$ cat src/rtl/lcd_pkg.sv
// Shared types and default sizing for the LCD DMA scheduler.
// The state enum is shared so other blocks can decode the scheduler state.
package lcd_pkg;

    localparam int LCD_FIFO_AW = 4;
    localparam int LCD_HI_WM   = 12;
    localparam int LCD_LO_WM   = 4;
    localparam int LCD_WCNT_W  = 16;

    typedef enum logic [1:0] {
        ST_IDLE = 2'd0,
        ST_FILL = 2'd1,
        ST_HOLD = 2'd2,
        ST_DONE = 2'd3
    } lcd_sched_state_t;

endpackage

$ cat src/rtl/lcd_frame_wcnt.sv
// Per-frame word-budget down-counter with a sticky overrun flag.
// Load wins over decrement, so a push in the reload cycle is not counted.
module lcd_frame_wcnt
    import lcd_pkg::*;
#(
    parameter int WCNT_W = LCD_WCNT_W
) (
    input  logic              clk_i,
    input  logic              rst_i,
    input  logic              load_i,
    input  logic [WCNT_W-1:0] load_val_i,
    input  logic              dec_i,
    output logic [WCNT_W-1:0] cnt_o,
    output logic              zero_o,
    output logic              last_o,
    output logic              ovr_o
);

    logic [WCNT_W-1:0] cnt_q, cnt_d;
    logic              ovr_q, ovr_d;

    assign zero_o = (cnt_q == '0);
    assign last_o = (cnt_q == WCNT_W'(1));
    assign cnt_o  = cnt_q;
    assign ovr_o  = ovr_q;

    always_comb begin
        cnt_d = cnt_q;
        // A push against an empty budget still flags overrun, even while reloading.
        ovr_d = ovr_q | (dec_i & zero_o);
        if (load_i) begin
            cnt_d = load_val_i;
        end else if (dec_i && !zero_o) begin
            cnt_d = cnt_q - WCNT_W'(1);
        end
    end

    always_ff @(posedge clk_i) begin
        if (rst_i) begin
            cnt_q <= '0;
            ovr_q <= 1'b0;
        end else begin
            cnt_q <= cnt_d;
            ovr_q <= ovr_d;
        end
    end

endmodule

$ cat src/rtl/lcd_dma_sched.sv
// LCD DMA request scheduler: watermark hysteresis on the pixel FIFO plus a
// per-frame word budget, with base reload on each frame pulse.
module lcd_dma_sched
    import lcd_pkg::*;
#(
    parameter int FIFO_AW = LCD_FIFO_AW,
    parameter int HI_WM   = LCD_HI_WM,
    parameter int LO_WM   = LCD_LO_WM,
    parameter int WCNT_W  = LCD_WCNT_W
) (
    input  logic               HCLK,
    input  logic               HRESET,
    input  logic               lcd_en_i,
    input  logic               fp_pulse,
    input  logic [31:0]        upbase_i,
    input  logic [WCNT_W-1:0]  frame_words_i,
    input  logic [FIFO_AW:0]   fifo_level,
    input  logic               fifo_push,
    output logic               dma_req_out,
    output logic               base_load,
    output logic [31:0]        frame_base_out,
    output logic               frame_done,
    output logic [WCNT_W-1:0]  words_left,
    output logic               short_err,
    output logic               ovr_err
);

    localparam logic [FIFO_AW:0] HI_LVL = (FIFO_AW+1)'(HI_WM);
    localparam logic [FIFO_AW:0] LO_LVL = (FIFO_AW+1)'(LO_WM);

    lcd_sched_state_t state_q, state_d;
    logic             dma_req_q, base_load_q, frame_done_q, short_q;
    logic             frame_done_d, short_d;
    logic [31:0]      base_q, base_d;

    logic reload, dec, hit_zero, wc_zero, wc_last, in_frame;

    // Everything is frozen while the LCD is disabled, including push accounting.
    assign dec      = lcd_en_i & fifo_push;
    assign reload   = lcd_en_i & ((state_q == ST_IDLE) | fp_pulse);
    assign hit_zero = dec & ~reload & wc_last;
    assign in_frame = (state_q == ST_FILL) | (state_q == ST_HOLD);

    lcd_frame_wcnt #(.WCNT_W(WCNT_W)) u_wcnt (
        .clk_i      (HCLK),
        .rst_i      (HRESET),
        .load_i     (reload),
        .load_val_i (frame_words_i),
        .dec_i      (dec),
        .cnt_o      (words_left),
        .zero_o     (wc_zero),
        .last_o     (wc_last),
        .ovr_o      (ovr_err)
    );

    always_comb begin
        state_d      = state_q;
        frame_done_d = 1'b0;
        base_d       = reload ? upbase_i : base_q;
        short_d      = short_q | (lcd_en_i & fp_pulse & in_frame & ~wc_zero);

        if (!lcd_en_i) begin
            state_d = ST_IDLE;
        end else if (reload) begin
            if (frame_words_i == '0) begin
                state_d      = ST_DONE;
                frame_done_d = 1'b1;
            end else begin
                state_d = ST_FILL;
            end
        end else begin
            case (state_q)
                ST_FILL: begin
                    if (hit_zero) begin
                        state_d      = ST_DONE;
                        frame_done_d = 1'b1;
                    end else if (fifo_level >= HI_LVL) begin
                        state_d = ST_HOLD;
                    end
                end
                ST_HOLD: begin
                    // Bursts already in flight may drain the budget while held off.
                    if (hit_zero) begin
                        state_d      = ST_DONE;
                        frame_done_d = 1'b1;
                    end else if (fifo_level <= LO_LVL && !wc_zero) begin
                        state_d = ST_FILL;
                    end
                end
                default: state_d = state_q;
            endcase
        end
    end

    always_ff @(posedge HCLK) begin
        if (HRESET) begin
            state_q      <= ST_IDLE;
            dma_req_q    <= 1'b0;
            base_load_q  <= 1'b0;
            frame_done_q <= 1'b0;
            base_q       <= '0;
            short_q      <= 1'b0;
        end else begin
            state_q      <= state_d;
            dma_req_q    <= (state_d == ST_FILL);
            base_load_q  <= reload;
            frame_done_q <= frame_done_d;
            base_q       <= base_d;
            short_q      <= short_d;
        end
    end

    assign dma_req_out    = dma_req_q;
    assign base_load      = base_load_q;
    assign frame_done     = frame_done_q;
    assign frame_base_out = base_q;
    assign short_err      = short_q;

endmodule

$ cat config.mk
export PLATFORM = sky130hd
export DESIGN_NAME = lcd_dma_sched
export DESIGN_NICKNAME = d
export VERILOG_FILES = /design/src/rtl/lcd_pkg.sv /design/src/rtl/lcd_frame_wcnt.sv /design/src/rtl/lcd_dma_sched.sv
export SDC_FILE = /design/constraint.sdc
export NUM_CORES = 1
export LEC_CHECK = 0
export BUFFER_PORTS_ARGS = -buffer_cell sky130_fd_sc_hd__buf_2
export CAP_MARGIN = 40
export CELL_PAD_IN_SITES_DETAIL_PLACEMENT = 1
export CELL_PAD_IN_SITES_GLOBAL_PLACEMENT = 2
export CORE_UTILIZATION = 26
export CTS_BUF_LIST = sky130_fd_sc_hd__clkbuf_4 sky130_fd_sc_hd__clkbuf_8
export DETAILED_ROUTE_END_ITERATION = 8
export GPL_ROUTABILITY_DRIVEN = 0
export PLACE_DENSITY = 0.93
export SETUP_SLACK_MARGIN = 0.5
export SLEW_MARGIN = 20
export SYNTH_ARGS = -nofsm -noshare
export SYNTH_HDL_FRONTEND = slang
export SYNTH_SLANG_ARGS = --single-unit
$ cat constraint.sdc
create_clock -name HCLK -period 2.2 [get_ports HCLK]
set_clock_uncertainty 0.1 [all_clocks]
set_input_delay 0.33 -clock HCLK [delete_from_list [all_inputs] [get_ports HCLK]]
set_output_delay 0.33 -clock HCLK [all_outputs]
set_load 0.01 [all_outputs]
### Yosys cells after proc, flatten, opt, wreduce, memory -nomap -nowiden

Index checks and enable logic that the tools add are counted.

| storage, ports and cells | value |
|---|---|
| flip-flop bits (word level) | 55 |
| bits of input ports | 58 |
| logic and storage cells | 53 |
| output and inout bits | 53 |

| cells by class | value |
|---|---|
| bitwise gates (word level) | 15 |
| equality and inequality tests | 4 |
| reduce and logical (&&, ||, !) cells | 9 |
| $lt $le $gt $ge | 2 |
| muxes and demuxes | 14 |
| add/subtract/negate cells | 1 |

Operator list:

| kind | count |
|---|---|
| $logic_not A16 Y1 | 2 |
| $mux W16 | 2 |
| $eq A16 B1 Y1 const B | 1 |
| $sub A16 B1 Y16 const B | 1 |
| $mux W2 | 7 |
| $and A1 B1 Y1 | 8 |
| $ge A5 B4 Y1 const B | 1 |
| $le A5 B3 Y1 const B | 1 |
| $eq A2 B1 Y1 const B | 2 |
| $mux W1 | 4 |
| $or A1 B1 Y1 | 4 |
| $pmux W2 S2 | 1 |
| $reduce_or A2 Y1 | 2 |
| $not A1 Y1 | 3 |
| $eq A2 B2 Y1 const B | 1 |
| $logic_and A1 B1 Y1 | 2 |
| $logic_not A2 Y1 | 1 |
| $reduce_bool A2 Y1 | 1 |
| $logic_not A1 Y1 | 1 |

### Longest topological paths before layout

Gate-level depths: netlist of the first run.

| depth | value |
|---|---|
| depth in word-level cells | 11 |
| gate-level depth with buffers | 9 |
| mapped depth without buffers | 8 |

### Hierarchy

Synthesis of the first run repeated with hierarchy kept, for this count alone.

| unflattened totals | value |
|---|---|
| cell total of the unflattened synthesis | 311 |
| area total of the unflattened synthesis | 2508.7 um2 |

Modules (own cells, without submodules):

| module | area an instance (um2) | seq. area each (um2) | cells each | instances |
|---|---|---|---|---|
| lcd_dma_sched | 1461.4 | 760.7 | 185 | 1 |
| lcd_frame_wcnt | 1047.3 | 340.3 | 126 | 1 |

### Worst setup path after synthesis of the first run

OpenSTA, ideal clock, no wires.

| timing | value |
|---|---|
| path kind | register to register |
| start point | register u_wcnt.cnt_q[2], in the netlist u_wcnt.cnt_o[2] |
| end point | register u_wcnt.cnt_q[12], in the netlist u_wcnt.cnt_o[12] |
| slack | 0.205 ns |
| path buffers | 0 |
| setup time | 0.125 ns |
| cell stages (with the launch flop) | 7 |
| period minus slack after synthesis | 1.995 ns |
| required time | 1.975 ns |
| arrival time | 1.769 ns |
| cell sequence | dfxtp_1 -> nor4_4 -> nand3_2 -> or4_1 -> xnor2_1 -> a221oi_2 -> nor2_2 |

| on the way | value |
|---|---|
| word-level cells in the longest chain between the ends | 4 |
| elaborated cells between the ends (all ways) | 7 |
| those cells by class | 1 x add/sub; 2 x mux; 4 x reduce/logical |

RTL lines:

| item | RTL line | RTL |
|---|---|---|
| start: declaration | lcd_frame_wcnt.sv:19 | `logic [WCNT_W-1:0] cnt_q, cnt_d;` |
| start signal: assignment | lcd_frame_wcnt.sv:43 | `cnt_q <= cnt_d;` |
| parallel branches: the longest is 4 deep, another holds $sub A16 B1 Y16 | -- |  |

Several ways; the timed one is not identified. The select of a mux whose other input is x is not followed.
A chain may end at the register's enable or synchronous reset.

### Final worst setup path of the first run

| timing | value |
|---|---|
| start point | register u_wcnt.cnt_q[9], in the netlist u_wcnt.cnt_o[9] |
| end point | register u_wcnt.cnt_q[15], in the netlist u_wcnt.cnt_o[15] |

Same word-level chain as after synthesis.

==> results of run 1 <==
## how the worst max path moves through the flow
stage / end / from
floorplan: u_wcnt.cnt_o[12] / u_wcnt.cnt_o[5]
global placement: u_wcnt.cnt_o[12] / u_wcnt.cnt_o[4]
detailed placement: dma_req_out / u_wcnt.cnt_o[9]
CTS: u_wcnt.cnt_o[12] / u_wcnt.cnt_o[4]
global route: u_wcnt.cnt_o[15] / u_wcnt.cnt_o[9]
finish: u_wcnt.cnt_o[15] / u_wcnt.cnt_o[9]
## cells in the final DEF, fill, tap and decap left out, types with 3 or more instances in the layout
cell type and n:
ha_1 4, a21oi_2 7, nor4_1 3, buf_12 3
o21ai_0 6, a21oi_1 33, nand2_4 8, and3_1 3
a221oi_2 3, buf_6 11, nor4_4 3, dfxtp_4 6
dfxtp_1 41, clkbuf_8 5, nor2_2 4, inv_1 3
buf_2 110, xor2_1 3, nor2_4 6, nor2_1 18
nand2_2 4, a31oi_1 10, nand3_1 7, dfxtp_2 8
nand2_1 80, buf_4 39, clkbuf_16 3, nand4_1 4
## Yosys cell counts (all sizes together) (5+ instances only)
library cell	instances
a31oi	10
nand2	91
and3	5
nor2	27
ha	6
nand3	10
a21oi	41
nor4	6
o21ai	11
dfxtp	55
buf	5
clkbuf	12
inv	7
## logic make-up after synthesis
kind of cell               share of synthesized area, %
DFF                                                43.8
adders and majority gates                          2.99
xor gates and xnor gates                           1.74
buffers and inverters                              3.64
and+or+nand+nor                                    29.1
AOI/OAI and AO/OA                                  18.6
## area by class of cell
| type | count | share of cell area, % |
|---|---|---|
| timing repair buffer | 167 | 26.1 |
| sequential | 55 | 26.5 |
| clock buffer | 6 | 1.79 |
| multi-input combinational | 254 | 40.5 |
| inverter | 7 | 0.849 |
| clock inverter | 2 | 0.410 |
| tap | 129 | 3.78 |
## critical path, cell delays in order (launching register included)
cell and delay (ns):
dfxtp_4 0.37, buf_4 0.17, nor2_1 0.24, nand2_1 0.17, nor3_1 0.34, nand2_1 0.16
o22ai_1 0.35, a211oi_1 0.16
## timing repair
action                                  in CTS  in global routing
cloned                                       3                  4
setup buffers                               26                 17
resized for setup                           45                 62
pin swaps                                   20                 41
hold buffers                                 0                  0
endpoints found under the setup margin      53                 45
## sequential cells by signal (all words and copies together), names as in the netlist
name and flops:
u_wcnt.ovr_o 1, short_err 1, frame_done 1, base_load 1, frame_base_out 32, dma_req_out 1
state_q 2, u_wcnt.cnt_o 16
## per-layer routing
layer / global-route usage, % / wire length (um) / share of wire [%] / vias up
met5: 0 / 0 / 0 / -
met4: 9.92 / 454 / 4.0 / 0
met3: 4.46 / 639 / 5.6 / 40
met2: 36.4 / 5910 / 52 / 136
met1: 22.9 / 4460 / 39 / 1513
li1: - / - / - / 1471
## stage by stage
stage	hold slack, ns	instance area, um^2	setup WS (ns)	cells	setup TNS (ns)
2_1_floorplan	0.360	2630	0.240	329	0
3_3_place_gp	0.340	3300	0.206	562	0
3_5_place_dp	0.345	3300	0.159	562	0
4_1_cts	0.120	3790	0.254	599	0
5_1_grt	0.132	4270	-0.0461	620	-0.0461
6_report	0.128	4270	-0.00280	620	-0.00280
## power groups by stage
stage	registers [mW]	clock network (mW)	logic (mW)
6_report	1.11	0.616	0.772
3_5_place_dp	1.13	0	0.485
4_1_cts	1.11	0.633	0.597
5_1_grt	1.12	0.674	0.827
3_3_place_gp	1.13	0	0.475
2_1_floorplan	1.15	0	0.259
==> key figures, run 1 <==
Critical path
  • R2R setup slack: -0.003 ns
  • RR Endpoint: u_wcnt.cnt_o[15]
  • Reg2Reg Depth: 7
  • Worst-path maximum fanout: 6
  • Data arrival, critical path: approximately 2.3 ns
  • Type of the worst setup path: flop to flop
  • FF-to-FF Start: u_wcnt.cnt_o[9]
  • Worst Setup End Kind: flop
  • CP required: around 2.3 ns
  • Critical Path Start Type: flop

STA
  • Final min period: 2.20 ns
  • Final Slew Violations: 0
  • Fmax: 454 MHz
  • Finish-stage setup viols: 1
  • Fin crit share: 100%
  • Tightest Pin Transition: about 0.63 ns
  • Worst setup margin: -0.00280 ns
  • Relative slew slack: 57.7%
  • Final Hold Viols: 0
  • RSZ-0062 raised after global routing: true

Floorplan
  • Die height: 100 um
  • I/O pin cnt: 111
  • Die area: 10100 um^2
  • CORE AREA: 9280 um^2
  • Row count: 35
  • Die Width: approximately 100 um
  • Initial Util: 27.0%

Detailed routing
  • TritonRoute pass-1 iters: 4
  • Post-route DRC: 0
  • DR vias: between 3000 and 4000
  • Initial DRC count: 135
  • Via/cell ratio: 5.10
  • Post-Route WL: 11.5 mm
  • Mean routed wirelength per cell: 18.5 um
  • Routed Antenna Nets: 0

Clocking
  • Max clock buf depth: 2
  • Clk pin slew, worst setup/hold paths: 0.11 ns
  • TritonCTS buffer count: 5
  • Clock sink count: 55
  • CTS tree: built
  • Worst-Skew Late Latency: 0.32 ns
  • Clock Tree Root: clkbuf_8
  • H-tree levels: 2

Finish
  • Area delta synth->final: 70.2%
  • NumNets Final: 554
  • FILL cells: approximately 1200
  • Register area: roughly 1100 um^2
  • Footprint of the multi-input gates: 1730 um^2
  • Post-layout util: 46.0%
  • Fraction of layout cells with a size suffix above 1: 52.3%
  • ANT cells: 0

Logic synthesis
  • Synth Area per Inst: 7.63 um^2
  • Unique masters post-synth: 43
  • Seq/Total Area, Yosys: 43.8%
  • Mapped Area: 2510 um^2
  • Synth Net Count: 393
  • Post-synth top area cell: dfxtp_1
  • Synth top area share: 43.8%
  • Top FF cell, synth: dfxtp_1
  • Synth Register Bits: 55
  • Asr flop ratio synth: 0%
  • Post-synth EDFFs: 0
  • Synth Instances: around 330
  • Synth warn: 0
  • Synth area leaders: dfxtp_1 (44%), nand2_1 (14%), a21oi_1 (8.2%), nor2_1 (3.6%), ha_1 (3.0%)

Place
  • Port Buffer Count: 110
  • Detail Placement HPWL: about 6.4 mm

Power and ir drop
  • Total power: 2.50 mW
  • Sw Share: 33.8%
  • Logic pwr share: 30.9%
  • Clock Power Share: between 20% and 30%
  • Pwr/cell area: 586 nW/um^2
  • Psw: 0.845 mW
  • Register share of total power: 44.5%
  • Maximum vdd ir drop: 286 uV
  • Internal: 1.66 mW
  • Leakage power: 1.91 nW

GRT
  • GRT overflow: 0
  • Largest net degree at the start of global routing: 53
  • Total GRT Usage: 20.4%
  • Initial antenna violation count: 0
  • Vias in the first global route: between 3000 and 4000
  • First-pass GRT wire length: 16.1 mm

Worst hold path
  • Hold Crit Depth: 3
  • Origin of the worst min-delay path: upbase_i[9]
  • Hold Path Sink: frame_base_out[9]
  • Hold crit path type: input pin to flop

Run status
  • Failing checks: negative setup slack
  • Outcome: finished, violations left

Flow run
  • Max cap viols: 0
No activity file was read; power rests on OpenSTA's default activity.
==> run 2, diff against run 1 <==
--- a/config.mk
+++ b/config.mk
@@ -9,6 +9,7 @@
 export CAP_MARGIN = 40
 export CELL_PAD_IN_SITES_DETAIL_PLACEMENT = 1
 export CELL_PAD_IN_SITES_GLOBAL_PLACEMENT = 2
+export CORE_ASPECT_RATIO = 1.1
 export CORE_UTILIZATION = 26
 export CTS_BUF_LIST = sky130_fd_sc_hd__clkbuf_4 sky130_fd_sc_hd__clkbuf_8
 export DETAILED_ROUTE_END_ITERATION = 8
==> key figures, run 2 (synthesis gave the netlist of run 1 again) <==
Flow run
  • Max cap viols: 0 (unchanged)

Place
  • Port Buffer Count: 110 (unchanged)
  • Detail Placement HPWL: 6.51 mm (+2.3%)

GRT
  • GRT overflow: 0 (unchanged)
  • First-pass GRT wire length: 15.5 mm (-3.9%)
  • Met1 GRT Util: 22.5% (-0.46 points)
  • Vias in the first global route: 3100 (-5.1%)
  • Largest net degree at the start of global routing: 53 (unchanged)
  • Initial antenna violation count: 1 (+1)
  • Met3 Use GR: 4.59% (+0.13 points)
  • Gr busiest metal: met2
  • Total GRT Usage: 19.9% (-0.49 points)
  • Met2 Track Usage GR: 35.1% (-1.3 points)

Floorplan
  • Initial Util: 26.9% (-0.20 points)
  • Row count: 37 (+5.7%)
  • Die area: 10100 um^2 (about the same)
  • Die Width: 95.7 um (-4.6%)
  • Die height: 105 um (+4.8%)
  • CORE AREA: 9350 um^2 (+0.73%)
  • I/O pin cnt: 111 (unchanged)

Detailed routing
  • Routed Antenna Nets: 0 (unchanged)
  • Mean routed wirelength per cell: 18.4 um (-0.46%)
  • TritonRoute pass-1 iters: 4 (unchanged)
  • Initial DRC count: 135 (unchanged)
  • DR vias: 3163 (+0.095%)
  • Post-route DRC: 0 (unchanged)
  • Via/cell ratio: 5.28 (+3.6%)
  • Post-Route WL: 11.0 mm (-3.8%)

Power and ir drop
  • Logic pwr share: 28.5% (-2.4 points)
  • Register share of total power: 44.0% (-0.5 points)
  • Leakage power: 1.83 nW (-3.9%)
  • Clock Power Share: 27.6% (+3.0 points)
  • Pwr/cell area: 612 nW/um^2 (+4.5%)
  • Sw Share: 31.9% (-1.8 points)
  • Maximum vdd ir drop: 327 uV (+14%)
  • Psw: 0.807 mW (-4.5%)
  • Internal: 1.72 mW (+3.8%)

Clocking
  • CTS tree: built
  • TritonCTS buffer count: 5 (unchanged)
  • Clock Tree Root: clkbuf_8
  • Clock sink count: 55 (unchanged)
  • Clk pin slew, worst setup/hold paths: 0.11 ns (about the same)
  • H-tree levels: 2 (unchanged)
  • Worst-Skew Late Latency: 0.31 ns (about the same)
  • Max clock buf depth: 2 (unchanged)

Critical path
  • FF-to-FF Start: u_wcnt.cnt_o[0]
  • CP required: 2.34 ns (+0.07 ns)
  • Crit path launch: u_wcnt.cnt_o[0]
  • Critical Path Start Type: flop
  • Worst Setup End Kind: flop
  • Data arrival, critical path: 2.16 ns (-0.12 ns)
  • R2R setup slack: 0.17 ns (+0.17 ns)
  • Worst-path maximum fanout: 5 (-1)
  • Type of the worst setup path: flop to flop

Finish
  • Max reg flops: 32 (unchanged)
  • Area delta synth->final: 64.5%
  • Post-layout util: 44.2% (-1.8 points)
  • Most frequent cells in the layout: buf_2 (110), nand2_1 (76), dfxtp_1 (41)
  • Most common cell after layout, fill and taps aside: buf_2
  • Fraction of layout cells with a size suffix above 1: 51.4% (-0.99 points)
  • NumNets Final: 545 (-1.6%)

STA
  • Final Hold Viols: 0 (unchanged)
  • Fmax: 493 MHz (+8.6%)
  • Tightest Pin Transition: 0.606 ns (-0.0278 ns)
  • Final min period: 2.03 ns (-0.174 ns)
  • Relative slew slack: 59.6% (+1.8 points)
  • Finish-stage setup viols: 0 (-1)
  • RSZ-0062 raised after global routing: true
  • Final Slew Violations: 0 (unchanged)
  • TNS Setup: 0 ns (+0.00280 ns)
  • Fin crit share: 92.2% (-7.9 points)

Run status
  • Outcome: finished, final reports clean

Worst hold path
  • Hold crit path type: input pin to flop
  • Origin of the worst min-delay path: upbase_i[21]
run 2: cell count changes in the layout (fill, tap and decap cells not counted), moves of 2 or more:
cell / change
o21ai_0: +2
a21oi_2: -2
nand2_4: -3
buf_6: -4
clkinv_4: -2
a21oi_1: +2
nand2_1: -4
nand2_2: +5
clkbuf_16: -2
run 2: final cells by class:
cell class / count / area (um^2)
antenna: 1 / 2.50
clock buffer: 5 / 68.8
clock inverter: 2 / 36.3
fill: 1145 / 5220
inverter: 7 / 36.3
multi-input combinational: 252 / 1690
sequential: 55 / 1130
tap: 117 / 146
timing repair buffer: 160 / 1020
run 2: path summary, 6_finish.rpt:
check                                          end  cells after the start
worst max-delay path               u_wcnt.cnt_o[2]                     10
worst min-delay path            frame_base_out[21]                      3
worst max register to register     u_wcnt.cnt_o[2]                     10
worst min register to register  frame_base_out[24]                      2
run 2: per-stage QoR:
stage / cell area, um^2 / power [mW] / setup slack [ns] / std cells / hold WS [ns]
6_report: 4130 / 2.53 / 0.171 / 599 / 0.140
5_1_grt: 4130 / 2.65 / 0.112 / 598 / 0.125
4_1_cts: 3730 / 2.41 / 0.215 / 578 / 0.132
3_5_place_dp: 3300 / 1.62 / 0.157 / 548 / 0.346
3_3_place_gp: 3300 / 1.60 / 0.217 / 548 / 0.339
2_1_floorplan: 2630 / 1.41 / 0.240 / 329 / 0.360
run 2: critical path: stages (launching register included):
cell      delay (ns)
dfxtp_4         0.38
inv_4           0.05
ha_4            0.15
nor3b_4         0.15
nand4_1         0.15
buf_4           0.16
nand3_4         0.10
buf_6           0.16
nor2_4          0.20
nand3b_1        0.14
a31oi_1         0.20
run 2: per-layer routing:
metal | wire, um | share of wire, %
met3 | 627 | 5.7
met1 | 4310 | 39
met2 | 5740 | 52
met4 | 346 | 3.1
met5 | 0 | 0
run 2: what timing repair did:
action | CTS | global route
setup buffers | 20 | 18
gates resized for setup | 34 | 58
hold buffers | 0 | 0
setup endpoints to repair | 41 | 44
pin swaps | 10 | 28
cloned | 3 | 2
run 2: power groups by stage:
stage                     Combinational, mW  Clock, mW  Sequential, mW
after floorplan                       0.259          0            1.15
after global placement                0.478          0            1.12
after detailed placement              0.491          0            1.13
after CTS                             0.586      0.721            1.11
after global routing                  0.773      0.752            1.12
final                                 0.719      0.697            1.11
==> run 3, diff against run 2 <==
--- a/config.mk
+++ b/config.mk
@@ -14,9 +14,10 @@
 export CTS_BUF_LIST = sky130_fd_sc_hd__clkbuf_4 sky130_fd_sc_hd__clkbuf_8
 export DETAILED_ROUTE_END_ITERATION = 8
 export GPL_ROUTABILITY_DRIVEN = 0
-export PLACE_DENSITY = 0.93
+export PLACE_DENSITY = 0.92
 export SETUP_SLACK_MARGIN = 0.5
 export SLEW_MARGIN = 20
 export SYNTH_ARGS = -nofsm -noshare
 export SYNTH_HDL_FRONTEND = slang
+export SYNTH_HIERARCHICAL = 1
 export SYNTH_SLANG_ARGS = --single-unit
==> key figures, run 3 <==
Run status
  • Outcome: finished, violations left
  • Failing checks: negative setup slack

Finish
  • Most frequent cells in the layout: buf_2 (110), nand2_1 (70), dfxtp_1 (45)
  • NumNets Final: 521 (-4.4%)
  • Area delta synth->final: 58.5%
  • ANT cells: 0 (-1)
  • Most common cell after layout, fill and taps aside: buf_2
  • Max reg flops: 32 (unchanged)
  • FILL cells: 1140 (-0.44%)
  • Post-route cell area: 3980 um^2 (-3.8%)
  • Fraction of layout cells with a size suffix above 1: 47.8% (-3.5 points)

Floorplan
  • Die Width: 95.7 um (about the same)
  • I/O pin cnt: 111 (unchanged)
  • Die height: 105 um (about the same)
  • Die area: 10000 um^2 (-0.10%)
  • Row count: 37 (unchanged)
  • Initial Util: 26.8% (about the same)
  • CORE AREA: 9350 um^2 (unchanged)

Place
  • Pre-CTS setup slack: -0.160 ns (-0.316 ns)
  • Placed Instance Area: 3400 um^2 (+3.0%)
  • Detail Placement HPWL: 6.54 mm (+0.39%)
  • Port Buffer Count: 110 (unchanged)

Worst hold path
  • Hold crit path type: input pin to flop
  • Origin of the worst min-delay path: upbase_i[27]

Critical path
  • Worst-path maximum fanout: 4 (-1)
  • Data arrival, critical path: 2.58 ns (+0.42 ns)
  • Type of the worst setup path: flop to flop
  • R2R setup slack: -0.28 ns (-0.45 ns)
  • Crit path launch: u_wcnt/cnt_o[7]
  • FF-to-FF Start: u_wcnt/cnt_o[7]
  • CP required: 2.30 ns (-0.04 ns)
  • Critical Path Start Type: flop
  • Worst Setup End Kind: flop

Logic synthesis
  • Synth Net Count: 374 (-4.8%)
  • Synth warn: 6 (+6)
  • Synth Register Bits: 55 (unchanged)
  • Most frequent cell after synthesis: nand2_1
  • Synth top area share: 43.9% (about the same)
  • Most frequent cells after synthesis: nand2_1 (70), dfxtp_1 (55), a21oi_1 (45)
  • Asr flop ratio synth: 0% (unchanged)
  • Seq/Total Area, Yosys: 43.9% (about the same)
  • Post-synth EDFFs: 0 (unchanged)
  • Synth Area per Inst: 8.07 um^2 (+5.7%)
  • Synth area leaders: dfxtp_1 (44%), nand2_1 (10%), a21oi_1 (9.0%), ha_1 (2.5%), a311oi_1 (2.4%)
  • Mapped Area: 2510 um^2 (about the same)
  • Top FF cell, synth: dfxtp_1
  • Post-synth top area cell: dfxtp_1
  • Unique masters post-synth: 53 (+23%)
  • Synth Instances: 311 (-5.5%)

Clocking
  • Max clock buf depth: 2 (unchanged)
  • Hold Buf Count CTS: 0 (unchanged)
  • TritonCTS buffer count: 5 (unchanged)
  • Clock sink count: 55 (unchanged)
  • H-tree levels: 2 (unchanged)
  • Worst-Skew Late Latency: 0.31 ns (about the same)
  • Clock Tree Root: clkbuf_8
  • Clk pin slew, worst setup/hold paths: 0.11 ns (about the same)
  • CTS tree: built

Detailed routing
  • Post-Route WL: 9.73 mm (-12%)
  • Via/cell ratio: 5.02 (-4.9%)
  • DR vias: 2886 (-8.8%)
  • Post-route DRC: 0 (unchanged)
  • TritonRoute pass-1 iters: 4 (unchanged)
  • Routed Antenna Nets: 0 (unchanged)
  • Initial DRC count: 130 (-3.7%)
  • Mean routed wirelength per cell: 16.9 um (-8.0%)

Power and ir drop
  • Maximum vdd ir drop: 263 uV (-20%)
  • Pwr/cell area: 608 nW/um^2 (-0.59%)
  • Total power: 2.42 mW (-4.3%)
  • Leakage power: 1.80 nW (-1.8%)

Flow run
  • Max cap viols: 0 (unchanged)

GRT
  • Largest net degree at the start of global routing: 33 (-38%)
  • Initial antenna violation count: 0 (-1)
  • GRT overflow: 0 (unchanged)
  • First-pass GRT wire length: 14.5 mm (-6.3%)
  • Total GRT Usage: 18.4% (-1.5 points)
  • Vias in the first global route: 2905 (-6.3%)

STA
  • Tightest Pin Transition: 0.610 ns (+0.00407 ns)
  • Fmax: 403 MHz (-18%)
  • Final min period: 2.48 ns (+0.453 ns)
  • Final Hold Viols: 0 (unchanged)
  • Fin Hold WS: 0.146 ns (+0.00645 ns)
  • Final Slew Violations: 0 (unchanged)
  • Fin crit share: 113% (+21 points)
  • Relative slew slack: 59.0% (-0.65 points)
  • Finish-stage setup viols: 4 (+4)
  • RSZ-0062 raised after global routing: true
  • Worst setup margin: -0.282 ns (-0.453 ns)
==> run 3: cell types whose count changed in the layout (fill, tap and decap cells not counted), moves of 6 or more <==
cell	change
inv_1	+6
buf_4	-8
a31oi_1	-9
o21ai_0	-6
nand2_2	-9
a21oi_1	+7
nand2_1	-6
==> run 3: per-layer routing <==
metal | track usage [%] | share of wire [%]
met5 | 0 | 0
met3 | 1.53 | 3.0
met4 | 4.26 | 1.1
met2 | 35.1 | 55
met1 | 21.5 | 41
==> run 3: timing repair <==
| action | 4_1_cts | 5_1_grt |
|---|---|---|
| hold endpoints to repair | 0 | 0 |
| gates resized for setup | 27 | 28 |
| cloned | 1 | 4 |
| setup endpoints to repair | 53 | 53 |
| pin swaps | 14 | 10 |
| setup buffers | 14 | 8 |
==> run 3: through the flow <==
step / instances / util (%) / TNS, ns
global route: 575 / 42.5 / -1.03
finish: 575 / 42.5 / -0.676
CTS: 563 / 39.9 / -0.234
floorplan: 311 / - / 0
detailed placement: 541 / 36.3 / -0.204
global placement: 541 / 36.3 / -0.0675
==> run 3: layout make-up <==
class | count | area (um^2) | share of cell area, %
Multi-Input combinational cell | 223 | 1520 | 38.2
Timing Repair Buffer | 154 | 982 | 24.7
Clock buffer | 5 | 68.8 | 1.73
Timing Repair inverter | 2 | 15.0 | 0.378
Inverter | 17 | 78.8 | 1.98
Sequential cell | 55 | 1130 | 28.4
Tap cell | 117 | 146 | 3.68
Clock inverter | 2 | 36.3 | 0.913
==> run 3: kinds of logic after synthesis <==
kind of cell    count (synthesis)  share of synthesized area (%)
compound gates                 82                           20.9
buf+inv                        33                           4.99
flops                          55                           43.9
mux                             1                          0.399
fa+ha+maj                       5                           2.49
simple gates                  135                           27.3
==> run 3: worst paths after layout <==
kind | endpoint | cells after the start
hold / removal | frame_base_out[27] | 3
setup / recovery | dma_req_out | 9
setup reg to reg | dma_req_out | 9
hold reg to reg | frame_base_out[10] | 2
==> run 3: critical path, stage by stage, from the launching register on <==
cell and delay (ns):
dfxtp_2 0.33, or4_4 0.55, nor3_4 0.18, and4b_1 0.24, and3_4 0.23, buf_4 0.11, nand2_1 0.06, a311oi_1 0.29
o21ai_1 0.15, nor4bb_1 0.14
==> run 3: power by group <==
| group | leakage (nW) | internal (mW) | switching (mW) |
|---|---|---|---|
| Combinational | 1.29 | 0.297 | 0.334 |
| Sequential | 0.459 | 1.06 | 0.0470 |
| Clock | 0.0545 | 0.335 | 0.348 |
| Total | 1.80 | 1.69 | 0.729 |
